**config.mk**
```make
export PLATFORM = sky130hd
export DESIGN_NAME = button_lockout_toggle
export DESIGN_NICKNAME = d
export VERILOG_FILES = /design/src/rtl/button_pkg.sv /design/src/rtl/button_lockout.sv /design/src/rtl/button_lockout_toggle.sv
export SDC_FILE = /design/constraint.sdc
export NUM_CORES = 1
export LEC_CHECK = 0
export ABC_CLOCK_PERIOD_IN_PS = 3110
export CAP_MARGIN = 10
export CORE_MARGIN = 2
export CORE_UTILIZATION = 45
export CTS_CLUSTER_DIAMETER = 100
export CTS_CLUSTER_SIZE = 40
export DETAILED_ROUTE_END_ITERATION = 10
export PLACE_DENSITY = 0.75
export SETUP_SLACK_MARGIN = 0.15
export SLEW_MARGIN = 20
export SYNTH_ARGS = -nofsm -noshare
export SYNTH_HDL_FRONTEND = slang
export SYNTH_SLANG_ARGS = --single-unit
```
**constraint.sdc**
```tcl
create_clock -name clock -period 3.11 [get_ports clock]
set_input_delay 0.311 -clock clock [delete_from_list [all_inputs] [get_ports clock]]
set_output_delay 0.311 -clock clock [all_outputs]
set_load 0.03 [all_outputs]
```
**src/rtl/button_pkg.sv**
```systemverilog
// Shared definitions for the button lockout / toggle block.
//   lockout_state_t : per-button FSM state (IDLE, LOCKOUT)
//   popcount()      : number of set bits in a button vector (up to MAX_BUTTONS)
//   CLOCK_FREQ_HZ   : system clock of the lab designs
package button_pkg;

  localparam int unsigned CLOCK_FREQ_HZ = 50_000_000;
  localparam int unsigned MAX_BUTTONS   = 8;
  localparam int unsigned POP_W         = $clog2(MAX_BUTTONS + 1);

  typedef enum logic {
    IDLE,
    LOCKOUT
  } lockout_state_t;

  function automatic logic [POP_W-1:0] popcount(input logic [MAX_BUTTONS-1:0] bits);
    logic [POP_W-1:0] n;
    n = '0;
    for (int i = 0; i < MAX_BUTTONS; i++) begin
      n = n + POP_W'(bits[i]);
    end
    return n;
  endfunction

endpackage

```
**src/rtl/button_lockout.sv**
```systemverilog
// One button's lockout FSM, lockout counter and LED toggle bit.
//   clock          : system clock
//   reset_n        : asynchronous active-low reset
//   button_pressed : one-cycle press event
//   led            : toggle state, inverts on each accepted press
//   press_accepted : registered one-cycle pulse after an accepted press
//   accept         : combinational "press accepted at this edge", used by the
//                    parent to update the total count with the same latency
module button_lockout
  import button_pkg::*;
#(
  parameter int unsigned LOCKOUT_CYCLES = 5_000_000
) (
  input  logic clock,
  input  logic reset_n,
  input  logic button_pressed,
  output logic led,
  output logic press_accepted,
  output logic accept
);

  localparam int unsigned CNT_W = $clog2(LOCKOUT_CYCLES + 1);

  lockout_state_t   state_q, state_d;
  logic [CNT_W-1:0] cnt_q, cnt_d;
  logic             led_d;

  always_comb begin
    // NOTE: every output of this block gets a default first, so no path
    // leaves a signal unassigned and no latch is inferred.
    state_d = state_q;
    cnt_d   = cnt_q;
    led_d   = led;
    accept  = 1'b0;
    case (state_q)
      IDLE: begin
        if (button_pressed) begin
          accept  = 1'b1;
          led_d   = ~led;
          cnt_d   = CNT_W'(LOCKOUT_CYCLES);
          state_d = LOCKOUT;
        end
      end
      LOCKOUT: begin
        // Presses are simply ignored here; leave at the 1 -> 0 step so the
        // window covers exactly LOCKOUT_CYCLES edges after the accepting one.
        cnt_d = cnt_q - CNT_W'(1);
        if (cnt_q == CNT_W'(1)) begin
          state_d = IDLE;
        end
      end
      default: begin
        state_d = IDLE;
        cnt_d   = '0;
      end
    endcase
  end

  // NOTE: the asynchronous reset clears every register, including the lockout
  // counter, so a reset mid-window never carries the lockout over.
  always_ff @(posedge clock or negedge reset_n) begin
    if (!reset_n) begin
      state_q        <= IDLE;
      cnt_q          <= '0;
      led            <= 1'b0;
      press_accepted <= 1'b0;
    end else begin
      // NOTE: sequential state uses non-blocking assignments so all registers
      // update together from the values sampled at this edge.
      state_q        <= state_d;
      cnt_q          <= cnt_d;
      led            <= led_d;
      press_accepted <= accept;
    end
  end

endmodule

```
**src/rtl/button_lockout_toggle.sv**
```systemverilog
// Per-button press lockout with LED toggle and a wrapping accepted-press count.
//   clock          : 50 MHz system clock
//   reset_n        : asynchronous active-low reset (synchronized upstream)
//   button_pressed : one-cycle press events, one bit per button
//   clear_count    : synchronous clear of press_count, wins over same-edge presses
//   led            : toggle state per button
//   press_accepted : one-cycle pulse per accepted press
//   press_count    : total accepted presses modulo 2^COUNT_WIDTH
module button_lockout_toggle
  import button_pkg::*;
#(
  parameter int unsigned NUM_BUTTONS    = 1,
  parameter int unsigned LOCKOUT_CYCLES = CLOCK_FREQ_HZ / 10,  // 100 ms
  parameter int unsigned COUNT_WIDTH    = 8
) (
  input  logic                   clock,
  input  logic                   reset_n,
  input  logic [NUM_BUTTONS-1:0] button_pressed,
  input  logic                   clear_count,
  output logic [NUM_BUTTONS-1:0] led,
  output logic [NUM_BUTTONS-1:0] press_accepted,
  output logic [COUNT_WIDTH-1:0] press_count
);

  logic [NUM_BUTTONS-1:0] accept;
  logic [MAX_BUTTONS-1:0] accept_ext;

  for (genvar i = 0; i < NUM_BUTTONS; i++) begin : g_button
    button_lockout #(
      .LOCKOUT_CYCLES(LOCKOUT_CYCLES)
    ) u_button_lockout (
      .clock          (clock),
      .reset_n        (reset_n),
      .button_pressed (button_pressed[i]),
      .led            (led[i]),
      .press_accepted (press_accepted[i]),
      .accept         (accept[i])
    );
  end

  assign accept_ext = MAX_BUTTONS'(accept);

  // Counting the same-edge accepts keeps press_count in step with led and
  // press_accepted; the natural wrap of the adder gives the modulo behaviour.
  always_ff @(posedge clock or negedge reset_n) begin
    if (!reset_n) begin
      press_count <= '0;
    end else if (clear_count) begin
      press_count <= '0;
    end else begin
      press_count <= press_count + COUNT_WIDTH'(popcount(accept_ext));
    end
  end

endmodule

```
==> run_summary.xml, run 1 <==
<?xml version="1.0" encoding="UTF-8"?>
<metrics>
  <group name="critical_path">
    <metric name="slowest_delay" unit="ns">0.42</metric>
    <metric name="endpoint_kind" unit="">flop</metric>
    <metric name="startpoint_type_of_the_worst_setup_path" unit="">flop</metric>
    <metric name="cpMaxStageDelayCell" unit="">dfrtp_1</metric>
    <metric name="setup.reg_to_reg.worst_slack" unit="ns">1.11</metric>
    <metric name="critical_path.max_fanout" unit="">12</metric>
    <metric name="crit_path_required_time" unit="ns">3.32</metric>
    <metric name="crit_family" unit="">simple AND/OR/NAND/NOR gates</metric>
    <metric name="timing_worst_setup_path_type" unit="">reg -&gt; reg</metric>
    <metric name="cp_cell_sequence" unit="">inv_1 &gt; nand2_1 &gt; inv_2 &gt; ha_1 &gt; and3_1 &gt; nand3_1 &gt; xor2_1 &gt; nor2_1</metric>
    <metric name="path_buf_inv" unit="">2</metric>
    <metric name="cp_data_arrival_time" unit="ns">2.21</metric>
  </group>
  <group name="clock_network">
    <metric name="tritoncts.num_buffers" unit="">5</metric>
    <metric name="clock_transition_at_the_register_clock_pins_on_the_worst_setup_and_hold_paths_after_cts" unit="ns">0.09</metric>
    <metric name="clk_latency" unit="ns">0.32</metric>
    <metric name="cts_root_buf" unit="">clkbuf_4</metric>
    <metric name="cts_repair_resize_count" unit="">0</metric>
    <metric name="cts_tree" unit="">yes</metric>
    <metric name="cts-root-to-sink-buffers" unit="">2</metric>
    <metric name="cts_post_setup_buffers_inserted" unit="">0</metric>
    <metric name="clock-sinks" unit="">34</metric>
    <metric name="holdBufCountCts" unit="">0</metric>
    <metric name="htree_num_levels" unit="">2</metric>
  </group>
  <group name="pwr">
    <metric name="power.density_cell_area" unit="nW/um^2">542</metric>
    <metric name="ir_worst_vdd" unit="uV">339</metric>
    <metric name="p_leak" unit="uW">0.000772</metric>
  </group>
  <group name="placement">
    <metric name="final_weighted_congestion_of_routability_driven_global_placement" unit="">0.807</metric>
    <metric name="post_dp_cell_area" unit="sq um">1800</metric>
    <metric name="dpl.cell_count" unit="">203</metric>
    <metric name="port_buffers" unit="">13</metric>
    <metric name="dp.final_hpwl" unit="mm">2.05</metric>
    <metric name="post-place-ws" unit="ns">0.889</metric>
  </group>
  <group name="synthesis">
    <metric name="number_of_enable_flip_flop_cells_after_synthesis" unit="">0</metric>
    <metric name="register_bit_count_reported_by_yosys" unit="">34</metric>
    <metric name="post_synth_inst_count" unit="">145</metric>
    <metric name="yosysTopAreaCell" unit="">dfrtp_1</metric>
    <metric name="synth_cell_type_count" unit="">35</metric>
    <metric name="synth_seq_area_share" unit="">0.526</metric>
    <metric name="synth-warning-count" unit="">0</metric>
    <metric name="yosys.area.top_type_share" unit="">0.526</metric>
    <metric name="ys.flop_type" unit="">dfrtp_1</metric>
    <metric name="ys_top_cells_by_count" unit="">34 x dfrtp_1, 17 x nor2_1, 11 x mux2i_1, 9 x nand2_1, 8 x nand3_1</metric>
    <metric name="synth.most_common_cell" unit="">dfrtp_1</metric>
    <metric name="synthesized_net_count" unit="">153</metric>
    <metric name="synthesis.area" unit="sq um">1620</metric>
    <metric name="synth-async-reset-ratio" unit="">1.00</metric>
    <metric name="postSynthAreaPerCell" unit="sq um">11.1</metric>
    <metric name="synth_top_cells_by_area" unit="">dfrtp_1 53%, mux2i_1 6.8%, nor2_1 3.9%</metric>
  </group>
  <group name="drt">
    <metric name="drt_pre_antenna_iters" unit="">4</metric>
    <metric name="routed_wirelength" unit="mm">2.88</metric>
    <metric name="drcViolationCount" unit="">0</metric>
    <metric name="detail_route.vias_per_cell" unit="">5.51</metric>
    <metric name="avgRoutedWirePerCell" unit="um">13.8</metric>
    <metric name="detail_route.iter0.violations" unit="">35</metric>
    <metric name="dr_total_vias" unit="">1152</metric>
    <metric name="route.antenna.remaining_nets" unit="">0</metric>
  </group>
  <group name="global_routing">
    <metric name="pin_count_of_the_biggest_net_entering_global_routing" unit="">35</metric>
    <metric name="groute.usage.overall" unit="">0.161</metric>
    <metric name="grt_first_pass_wirelength" unit="mm">5.14</metric>
    <metric name="first_global_vias" unit="">1146</metric>
    <metric name="gr-total-overflow" unit="">0</metric>
    <metric name="antenna_found_initial" unit="">0</metric>
  </group>
  <group name="floorplan">
    <metric name="floorplan.core_area" unit="sq um">3390</metric>
    <metric name="floorplan.initialDensity" unit="">0.477</metric>
    <metric name="die_height" unit="um">63.9</metric>
    <metric name="die_w" unit="um">63.9</metric>
    <metric name="io_pins" unit="">14</metric>
    <metric name="die_area" unit="sq um">4090</metric>
    <metric name="rows" unit="">21</metric>
  </group>
  <group name="final_layout">
    <metric name="syn_to_final_growth" unit="%">14.3</metric>
    <metric name="fillers" unit="">304</metric>
    <metric name="instances_no_fill" unit="">209</metric>
    <metric name="post_route_cells_drive_above_1_share" unit="">0.0982</metric>
    <metric name="stdcell_area" unit="sq um">1850</metric>
    <metric name="final_nets" unit="">172</metric>
    <metric name="antennaDiodeCount" unit="">0</metric>
  </group>
  <group name="timing">
    <metric name="final.min_clock_period" unit="ns">2.00</metric>
    <metric name="skew" unit="ns">0.00620</metric>
    <metric name="timing.final.ws_setup" unit="ns">1.11</metric>
    <metric name="final_max_slew_viol_count" unit="">0</metric>
    <metric name="final.period_utilization" unit="">0.643</metric>
    <metric name="timing.fmax" unit="MHz">500</metric>
    <metric name="hold_violations" unit="">0</metric>
    <metric name="final.setup.tns" unit="ns">0</metric>
    <metric name="rsz0062_at_grt" unit="">false</metric>
    <metric name="timing_worst_slew_pin_value" unit="ns">0.465</metric>
    <metric name="min_hold_slack" unit="ns">0.386</metric>
    <metric name="timing.max_slew.rel_slack" unit="">0.687</metric>
    <metric name="setup_viol_count_final" unit="">0</metric>
  </group>
  <group name="worst_hold_path">
    <metric name="worstHoldPathType" unit="">in -&gt; async</metric>
  </group>
  <group name="outcome">
    <metric name="run_status" unit="">finished, final reports clean</metric>
  </group>
  <group name="run">
    <metric name="drv_cap" unit="">0</metric>
  </group>
</metrics>
-- metrics by stage --
step / power, uW / utilization
2_1_floorplan: 722 / -
3_3_place_gp: 776 / 0.530
3_5_place_dp: 785 / 0.530
4_1_cts: 1020 / 0.545
5_1_grt: 1070 / 0.545
6_report: 1000 / 0.545
-- worst register-to-register path, cell delays in order, from the launching register on --
cell and delay (ns):
dfrtp_1 0.42, inv_1 0.14, nand2_1 0.30, inv_2 0.29
ha_1 0.20, and3_1 0.23, nand3_1 0.11, xor2_1 0.14
nor2_1 0.05
-- per-layer routing --
| layer | track usage | share of wire | vias to the layer above |
|---|---|---|---|
| li1 | - | - | 563 |
| met1 | 0.206 | 0.47 | 571 |
| met2 | 0.253 | 0.48 | 12 |
| met3 | 0.0599 | 0.030 | 6 |
| met4 | 0.0489 | 0.016 | 0 |
| met5 | 0 | 0 | - |
-- cell usage in the layout, fill, tap and decap left out --
master           count
nor3b_2              1
nand4_1              1
or4_1                1
nor4_4               1
nor4_1               5
xor2_1               5
o31ai_1              4
dfrtp_1             34
buf_4                1
o41ai_1              2
or3_1                3
clkdlybuf4s50_1     13
clkbuf_4             5
or2_2                1
o21ai_0              6
nor2_1              17
inv_2                1
nor3_2               1
a31oi_1              1
ha_1                 4
nand3_1              8
clkbuf_8             1
nand4bb_1            1
mux2i_1             11
and3_1               2
nand2_1              9
or4_4                1
nand2b_4             1
o311ai_1             2
nor4_2               1
nand4_2              1
nor2b_1              2
xnor2_1              4
inv_1                4
nor3_1               3
nor4b_1              1
o211ai_1             4
-- state kept, by name (all words and copies together) (netlist names) --
register and flops:
g_button.u_button_lockout.led 1, press_count 8, g_button.u_button_lockout.cnt_q 23, g_button.u_button_lockout.state_q 1, g_button.u_button_lockout.press_accepted 1
-- report_power, final --
part	switching [uW]	internal, uW
registers	80.0	512
logic	94.2	86.0
clock network	129	102
-- path summary, 6_finish.rpt --
path,startpoint,to,cells past startpoint
setup / recovery,g_button[0].u_button_lockout.state_q,press_count[5],8
hold / removal,reset_n,g_button[0].u_button_lockout.cnt_q[15],2
setup reg to reg,g_button[0].u_button_lockout.state_q,press_count[5],8
hold reg to reg,g_button[0].u_button_lockout.led,g_button[0].u_button_lockout.led,1
max in group asynchronous,reset_n,g_button[0].u_button_lockout.cnt_q[20],2
min in group clock,g_button[0].u_button_lockout.led,g_button[0].u_button_lockout.led,1
-- cells by family after synthesis --
group | synth area share
fa+ha+maj | 0.0310
mux | 0.0681
xor+xnor | 0.0488
buf+inv | 0.0209
simple gates | 0.224
compound gates | 0.0813
flops | 0.526
-- area by class of cell --
type,count,area (sq um),share of cell area
sequential,34,851,0.460
multi-input combinational,104,732,0.396
tap,46,57.6,0.0311
clock buffer,6,51.3,0.0278
timing repair buffer,14,138,0.0745
inverter,5,18.8,0.0102
No activity file was read; power rests on OpenSTA's default activity.
==> run 2: changes to the inputs <==
Settings changed: ABC_CLOCK_PERIOD_IN_PS 3110 to 1700, PLACE_DENSITY 0.75 to 0.77.
Clock period 3.11 ns to 1.7 ns, I/O delays scaled along.
==> run 2 against run 1 <==
Against the previous run: the run now ends with negative setup slack left; hold slack got worse by 0.17 ns; flip-flop and latch count stayed put; final cell count grew 13%; final area rose by 21%; clock skew increased by 0.0055 ns; first-iteration DRC count grew 150%; sequential share of layout area fell by 7.9 points.
==> run_summary.xml, run 2 (synthesis results as in run 1) <==
<?xml version="1.0" encoding="UTF-8"?>
<metrics>
  <group name="floorplan">
    <metric name="floorplan.core_area" unit="sq um">3390</metric>
    <metric name="floorplan.initialDensity" unit="">0.477</metric>
    <metric name="die_w" unit="um">63.9</metric>
    <metric name="die_area" unit="sq um">4090</metric>
    <metric name="rows" unit="">21</metric>
    <metric name="die_height" unit="um">63.9</metric>
    <metric name="io_pins" unit="">14</metric>
  </group>
  <group name="final_layout">
    <metric name="area_of_the_multi_input_gates" unit="sq um">890</metric>
    <metric name="flip_flop_count_of_the_largest_register_after_layout" unit="">23</metric>
    <metric name="final_cell_mix" unit="">34 x dfrtp_1, 25 x buf_4, 17 x nor2_1</metric>
    <metric name="final_nets" unit="">198</metric>
    <metric name="antennaDiodeCount" unit="">0</metric>
    <metric name="fillers" unit="">252</metric>
    <metric name="top_register" unit="">g_button.u_button_lockout.cnt_q</metric>
    <metric name="ff_latch_area" unit="sq um">851</metric>
    <metric name="post_route_cells_drive_above_1_share" unit="">0.316</metric>
    <metric name="syn_to_final_growth" unit="%">37.9</metric>
    <metric name="stdcell_area" unit="sq um">2230</metric>
    <metric name="mostFrequentLayoutCell" unit="">dfrtp_1</metric>
    <metric name="biggestRegsByFlops" unit="">g_button.u_button_lockout.cnt_q (23), press_count (8)</metric>
  </group>
  <group name="pwr">
    <metric name="power.share.sequential" unit="">0.449</metric>
    <metric name="power.density_cell_area" unit="nW/um^2">1070</metric>
    <metric name="power.combinational.fraction" unit="">0.291</metric>
    <metric name="p_leak" unit="uW">0.00101</metric>
    <metric name="p_int" unit="uW">1640</metric>
    <metric name="ir_worst_vdd" unit="uV">587</metric>
    <metric name="clockPowerShare" unit="">0.260</metric>
    <metric name="switching_share" unit="">0.311</metric>
    <metric name="fin_total_pwr" unit="uW">2380</metric>
    <metric name="p_switching" unit="uW">741</metric>
  </group>
  <group name="drt">
    <metric name="wl_met1" unit="mm">1.53</metric>
    <metric name="detail_route.iter0.violations" unit="">87</metric>
    <metric name="avgRoutedWirePerCell" unit="um">14.4</metric>
    <metric name="dr_total_vias" unit="">1285</metric>
    <metric name="drt_pre_antenna_iters" unit="">4</metric>
    <metric name="detail_route.vias_per_cell" unit="">5.44</metric>
    <metric name="detailroute.wirelength.met2" unit="mm">1.69</metric>
    <metric name="routed_wirelength" unit="mm">3.41</metric>
    <metric name="met3WireLength" unit="um">123</metric>
    <metric name="highest_layer" unit="">met4</metric>
    <metric name="route.antenna.remaining_nets" unit="">0</metric>
    <metric name="drcViolationCount" unit="">0</metric>
  </group>
  <group name="outcome">
    <metric name="failed_checks" unit="">negative setup slack</metric>
    <metric name="run_status" unit="">finished with violations</metric>
  </group>
  <group name="critical_path">
    <metric name="startpoint_type_of_the_worst_setup_path" unit="">flop</metric>
    <metric name="cp_cell_sequence" unit="">or4_4 &gt; or4_4 &gt; o211ai_1 &gt; o31ai_1</metric>
    <metric name="crit_family" unit="">simple AND/OR/NAND/NOR gates</metric>
    <metric name="critical_path.max_fanout" unit="">3</metric>
    <metric name="timing_worst_setup_path_type" unit="">reg -&gt; reg</metric>
    <metric name="slowest_delay" unit="ns">0.54</metric>
    <metric name="endpoint_kind" unit="">flop</metric>
    <metric name="cp_data_arrival_time" unit="ns">1.96</metric>
    <metric name="path_buf_inv" unit="">0</metric>
    <metric name="critPathMostFrequentCell" unit="">or4_4</metric>
    <metric name="crit_path_required_time" unit="ns">1.93</metric>
    <metric name="cpMaxStageDelayCell" unit="">or4_4</metric>
  </group>
  <group name="timing">
    <metric name="final.min_clock_period" unit="ns">1.73</metric>
    <metric name="min_hold_slack" unit="ns">0.216</metric>
    <metric name="final.setup.tns" unit="ns">-0.0293</metric>
    <metric name="timing_worst_slew_pin_value" unit="ns">0.453</metric>
    <metric name="skew" unit="ns">0.0117</metric>
    <metric name="timing.final.ws_setup" unit="ns">-0.0293</metric>
    <metric name="setup_viol_count_final" unit="">1</metric>
    <metric name="final.period_utilization" unit="">1.02</metric>
    <metric name="hold_violations" unit="">0</metric>
    <metric name="rsz0062_at_grt" unit="">true</metric>
    <metric name="timing.fmax" unit="MHz">578</metric>
    <metric name="final_max_slew_viol_count" unit="">0</metric>
    <metric name="timing.max_slew.rel_slack" unit="">0.695</metric>
  </group>
  <group name="global_routing">
    <metric name="pin_count_of_the_biggest_net_entering_global_routing" unit="">35</metric>
    <metric name="first_global_vias" unit="">1246</metric>
    <metric name="grt_first_pass_wirelength" unit="mm">5.77</metric>
    <metric name="gr-total-overflow" unit="">0</metric>
    <metric name="antenna_found_initial" unit="">0</metric>
    <metric name="groute.usage.overall" unit="">0.188</metric>
  </group>
  <group name="clock_network">
    <metric name="cts-root-to-sink-buffers" unit="">2</metric>
    <metric name="clk_latency" unit="ns">0.34</metric>
    <metric name="cts_tree" unit="">yes</metric>
    <metric name="cts_root_buf" unit="">clkbuf_4</metric>
    <metric name="htree_num_levels" unit="">2</metric>
    <metric name="holdBufCountCts" unit="">0</metric>
    <metric name="clock_transition_at_the_register_clock_pins_on_the_worst_setup_and_hold_paths_after_cts" unit="ns">0.11</metric>
    <metric name="clock-sinks" unit="">34</metric>
    <metric name="tritoncts.num_buffers" unit="">5</metric>
  </group>
  <group name="placement">
    <metric name="dp.final_hpwl" unit="mm">2.30</metric>
    <metric name="final_weighted_congestion_of_routability_driven_global_placement" unit="">0.789</metric>
    <metric name="post_dp_cell_area" unit="sq um">1990</metric>
    <metric name="port_buffers" unit="">13</metric>
  </group>
  <group name="worst_hold_path">
    <metric name="worstHoldPathType" unit="">in -&gt; async</metric>
  </group>
  <group name="run">
    <metric name="drv_cap" unit="">0</metric>
  </group>
</metrics>
## run 2: worst paths after layout
path | start | end | slack (ns) | depth (start not counted)
setup reg to reg | g_button[0].u_button_lockout.cnt_q[12] | g_button[0].u_button_lockout.cnt_q[16] | -0.03 | 4
max in group asynchronous | reset_n | g_button[0].u_button_lockout.state_q | 1.17 | 2
hold / removal | reset_n | g_button[0].u_button_lockout.cnt_q[8] | 0.22 | 2
setup / recovery | g_button[0].u_button_lockout.cnt_q[12] | g_button[0].u_button_lockout.cnt_q[16] | -0.03 | 4
min in group clock | g_button[0].u_button_lockout.led | g_button[0].u_button_lockout.led | 0.47 | 1
hold reg to reg | g_button[0].u_button_lockout.led | g_button[0].u_button_lockout.led | 0.47 | 1
## run 2: timing repair
item | in CTS | in global routing
pin swaps | 1 | 2
setup buffers | 2 | 2
resized for setup | 21 | 14
endpoints found under the setup margin | 24 | 21
## run 2: power by group through the flow
| stage | Combinational [uW] | Sequential [uW] | Clock [uW] |
|---|---|---|---|
| 2_1_floorplan | 257 | 1080 | 0 |
| 3_3_place_gp | 534 | 1050 | 0 |
| 3_5_place_dp | 561 | 1060 | 0 |
| 4_1_cts | 613 | 1060 | 632 |
| 5_1_grt | 756 | 1080 | 671 |
| 6_report | 692 | 1070 | 619 |
## run 2: area by class of cell
type,instances,area share
well taps,46,0.0258
multi-input cells,104,0.399
inverters,5,0.00842
flip-flops and latches,34,0.382
clock buffers,6,0.0230
repair buffers,40,0.149
clock inverters,1,0.0135
## run 2: layer usage
layer,track usage,up-vias
li1,-,622
met1,0.231,634
met2,0.307,23
met3,0.0599,6
met4,0.0761,0
met5,0,-
## run 2: worst reg2reg max path: stages (launching register included)
cell and delay (ns):
dfrtp_1 0.39, or4_4 0.54, or4_4 0.43, o211ai_1 0.17, o31ai_1 0.10
## run 2: through the flow
stage	worst slack, ns	std cells	util
after floorplan	-0.0131	145	-
after global placement	-0.00458	225	0.587
after detailed placement	-0.0458	225	0.587
after CTS	-0.0382	234	0.633
after global routing	-0.0934	236	0.658
final	-0.0293	236	0.658
==> run 3: changes to the inputs <==
Settings changed: CORE_UTILIZATION 45 to 51, PLACE_DENSITY 0.77 to 0.85.
==> run 3 against run 2 <==
Against the previous run: the flow still finishes with violations (negative setup slack); worst setup slack worse by 0.041 ns; critical path depth fell by 1; via count is 6.1% higher; critical path type unchanged; sequential share of layout area is 1.2 points lower; final cell count is 1.3% higher; utilization up 10 points; die area decreased by 11%; maximum frequency decreased by 2.3%; routed wire length grew 21%; highest routed layer unchanged; hold slack better by 0.017 ns; flip-flop and latch count unchanged; power down 4.3%.
==> run_summary.xml, run 3 (synthesis results as in run 1) <==
<?xml version="1.0" encoding="UTF-8"?>
<metrics>
  <group name="outcome">
    <metric name="run_status" unit="">finished with violations</metric>
    <metric name="failed_checks" unit="">negative setup slack</metric>
  </group>
  <group name="clock_network">
    <metric name="cts_root_buf" unit="">clkbuf_4</metric>
    <metric name="cts-root-to-sink-buffers" unit="">2</metric>
    <metric name="htree_num_levels" unit="">2</metric>
    <metric name="clock_transition_at_the_register_clock_pins_on_the_worst_setup_and_hold_paths_after_cts" unit="ns">0.11</metric>
    <metric name="tritoncts.num_buffers" unit="">5</metric>
    <metric name="clk_latency" unit="ns">0.34</metric>
    <metric name="clock-sinks" unit="">34</metric>
    <metric name="cts_tree" unit="">yes</metric>
  </group>
  <group name="pwr">
    <metric name="power.density_cell_area" unit="nW/um^2">988</metric>
    <metric name="p_leak" unit="uW">0.00102</metric>
    <metric name="fin_total_pwr" unit="uW">2270</metric>
    <metric name="ir_worst_vdd" unit="uV">610</metric>
  </group>
  <group name="final_layout">
    <metric name="mostFrequentLayoutCell" unit="">dfrtp_1</metric>
    <metric name="flip_flop_count_of_the_largest_register_after_layout" unit="">23</metric>
    <metric name="post_route_cells_drive_above_1_share" unit="">0.374</metric>
    <metric name="biggestRegsByFlops" unit="">g_button.u_button_lockout.cnt_q (23), press_count (8)</metric>
    <metric name="antennaDiodeCount" unit="">0</metric>
    <metric name="final_nets" unit="">202</metric>
    <metric name="fillers" unit="">201</metric>
    <metric name="stdcell_area" unit="sq um">2300</metric>
    <metric name="top_register" unit="">g_button.u_button_lockout.cnt_q</metric>
    <metric name="final_cell_mix" unit="">33 x dfrtp_1, 27 x buf_4, 16 x nor2_1</metric>
    <metric name="syn_to_final_growth" unit="%">42.5</metric>
  </group>
  <group name="floorplan">
    <metric name="die_height" unit="um">60.3</metric>
    <metric name="rows" unit="">20</metric>
    <metric name="floorplan.initialDensity" unit="">0.534</metric>
    <metric name="die_area" unit="sq um">3640</metric>
    <metric name="die_w" unit="um">60.3</metric>
    <metric name="io_pins" unit="">14</metric>
    <metric name="floorplan.core_area" unit="sq um">3030</metric>
  </group>
  <group name="critical_path">
    <metric name="cp_data_arrival_time" unit="ns">2.00</metric>
    <metric name="crit_path_required_time" unit="ns">1.93</metric>
    <metric name="endpoint_kind" unit="">flop</metric>
    <metric name="timing_worst_setup_path_type" unit="">reg -&gt; reg</metric>
    <metric name="setup.reg_to_reg.worst_slack" unit="ns">-0.07</metric>
    <metric name="critical_path.max_fanout" unit="">3</metric>
    <metric name="startpoint_type_of_the_worst_setup_path" unit="">flop</metric>
  </group>
  <group name="worst_hold_path">
    <metric name="worstHoldPathType" unit="">in -&gt; async</metric>
  </group>
  <group name="placement">
    <metric name="port_buffers" unit="">13</metric>
    <metric name="dp.final_hpwl" unit="mm">2.43</metric>
    <metric name="final_weighted_congestion_of_routability_driven_global_placement" unit="">0.802</metric>
    <metric name="post_dp_cell_area" unit="sq um">1990</metric>
    <metric name="post-place-ws" unit="ns">-0.0397</metric>
  </group>
  <group name="timing">
    <metric name="timing.max_slew.rel_slack" unit="">0.711</metric>
    <metric name="final.min_clock_period" unit="ns">1.77</metric>
    <metric name="timing.fmax" unit="MHz">565</metric>
    <metric name="hold_violations" unit="">0</metric>
    <metric name="timing.final.ws_setup" unit="ns">-0.0707</metric>
    <metric name="min_hold_slack" unit="ns">0.233</metric>
    <metric name="final_max_slew_viol_count" unit="">0</metric>
    <metric name="final.period_utilization" unit="">1.04</metric>
    <metric name="timing_worst_slew_pin_value" unit="ns">0.433</metric>
    <metric name="setup_viol_count_final" unit="">4</metric>
    <metric name="rsz0062_at_grt" unit="">true</metric>
    <metric name="skew" unit="ns">0.0131</metric>
  </group>
  <group name="drt">
    <metric name="highest_layer" unit="">met4</metric>
    <metric name="route.antenna.remaining_nets" unit="">0</metric>
    <metric name="dr_total_vias" unit="">1363</metric>
    <metric name="detailroute.wirelength.met2" unit="mm">2.30</metric>
    <metric name="avgRoutedWirePerCell" unit="um">17.2</metric>
    <metric name="drt_pre_antenna_iters" unit="">4</metric>
    <metric name="detail_route.vias_per_cell" unit="">5.70</metric>
    <metric name="drcViolationCount" unit="">0</metric>
    <metric name="routed_wirelength" unit="mm">4.12</metric>
    <metric name="detail_route.iter0.violations" unit="">82</metric>
    <metric name="met3WireLength" unit="um">121</metric>
    <metric name="wl_met1" unit="mm">1.64</metric>
  </group>
  <group name="global_routing">
    <metric name="antenna_found_initial" unit="">0</metric>
    <metric name="pin_count_of_the_biggest_net_entering_global_routing" unit="">35</metric>
    <metric name="groute.usage.overall" unit="">0.233</metric>
    <metric name="first_global_vias" unit="">1394</metric>
    <metric name="gr-total-overflow" unit="">0</metric>
    <metric name="grt_first_pass_wirelength" unit="mm">6.24</metric>
  </group>
  <group name="run">
    <metric name="drv_cap" unit="">0</metric>
  </group>
</metrics>
-- run 3: layer usage --
layer / vias to the layer above / global-route usage
met4: 0 / 0.0762
li1: 624 / -
met5: - / 0
met1: 693 / 0.291
met3: 11 / 0.0476
met2: 35 / 0.405
-- run 3: cell type report --
| cell class | count | area (sq um) | area share |
|---|---|---|---|
| clock buffer | 7 | 55.1 | 0.0239 |
| clock inverter | 1 | 5.00 | 0.00217 |
| sequential | 34 | 852 | 0.370 |
| timing repair buffer | 44 | 374 | 0.162 |
| inverter | 5 | 23.8 | 0.0103 |
| tap | 44 | 55.1 | 0.0239 |
| multi-input combinational | 104 | 938 | 0.407 |
-- run 3: power by group --
| part | switching [uW] | total [uW] | internal (uW) | leakage, uW |
|---|---|---|---|---|
| Sequential | 139 | 1080 | 938 | 0.000416 |
| Clock | 272 | 472 | 200 | 0.0000353 |
| Combinational | 350 | 725 | 376 | 0.000565 |
| Total | 761 | 2270 | 1510 | 0.00102 |
-- run 3: critical path, stage by stage, from the launching register on --
cell and delay (ns):
dfrtp_1 0.39, or4_4 0.55, or4_4 0.43, o31ai_1 0.30
-- run 3: repair_timing --
| action | in CTS | in global routing |
|---|---|---|
| pin swaps | 1 | 5 |
| endpoints found under the setup margin | 26 | 18 |
| resized for setup | 27 | 21 |
| setup buffers | 0 | 8 |
| hold buffers | 0 | 0 |
-- run 3: stage by stage --
step,TNS (ns),utilization,std cells
2_1_floorplan,-0.0278,-,145
3_3_place_gp,0,0.657,223
3_5_place_dp,-0.0990,0.657,223
4_1_cts,-0.0581,0.705,231
5_1_grt,-0.655,0.761,239
6_report,-0.146,0.761,239
-- run 3: final timing paths --
check | start | to | cells after the start
min in group clock | g_button[0].u_button_lockout.led | g_button[0].u_button_lockout.led | 1
max reg2reg | g_button[0].u_button_lockout.cnt_q[12] | g_button[0].u_button_lockout.cnt_q[16] | 3
max | g_button[0].u_button_lockout.cnt_q[12] | g_button[0].u_button_lockout.cnt_q[16] | 3
max in group asynchronous | reset_n | g_button[0].u_button_lockout.cnt_q[9] | 2
min | reset_n | press_count[7] | 2
min reg2reg | g_button[0].u_button_lockout.led | g_button[0].u_button_lockout.led | 1
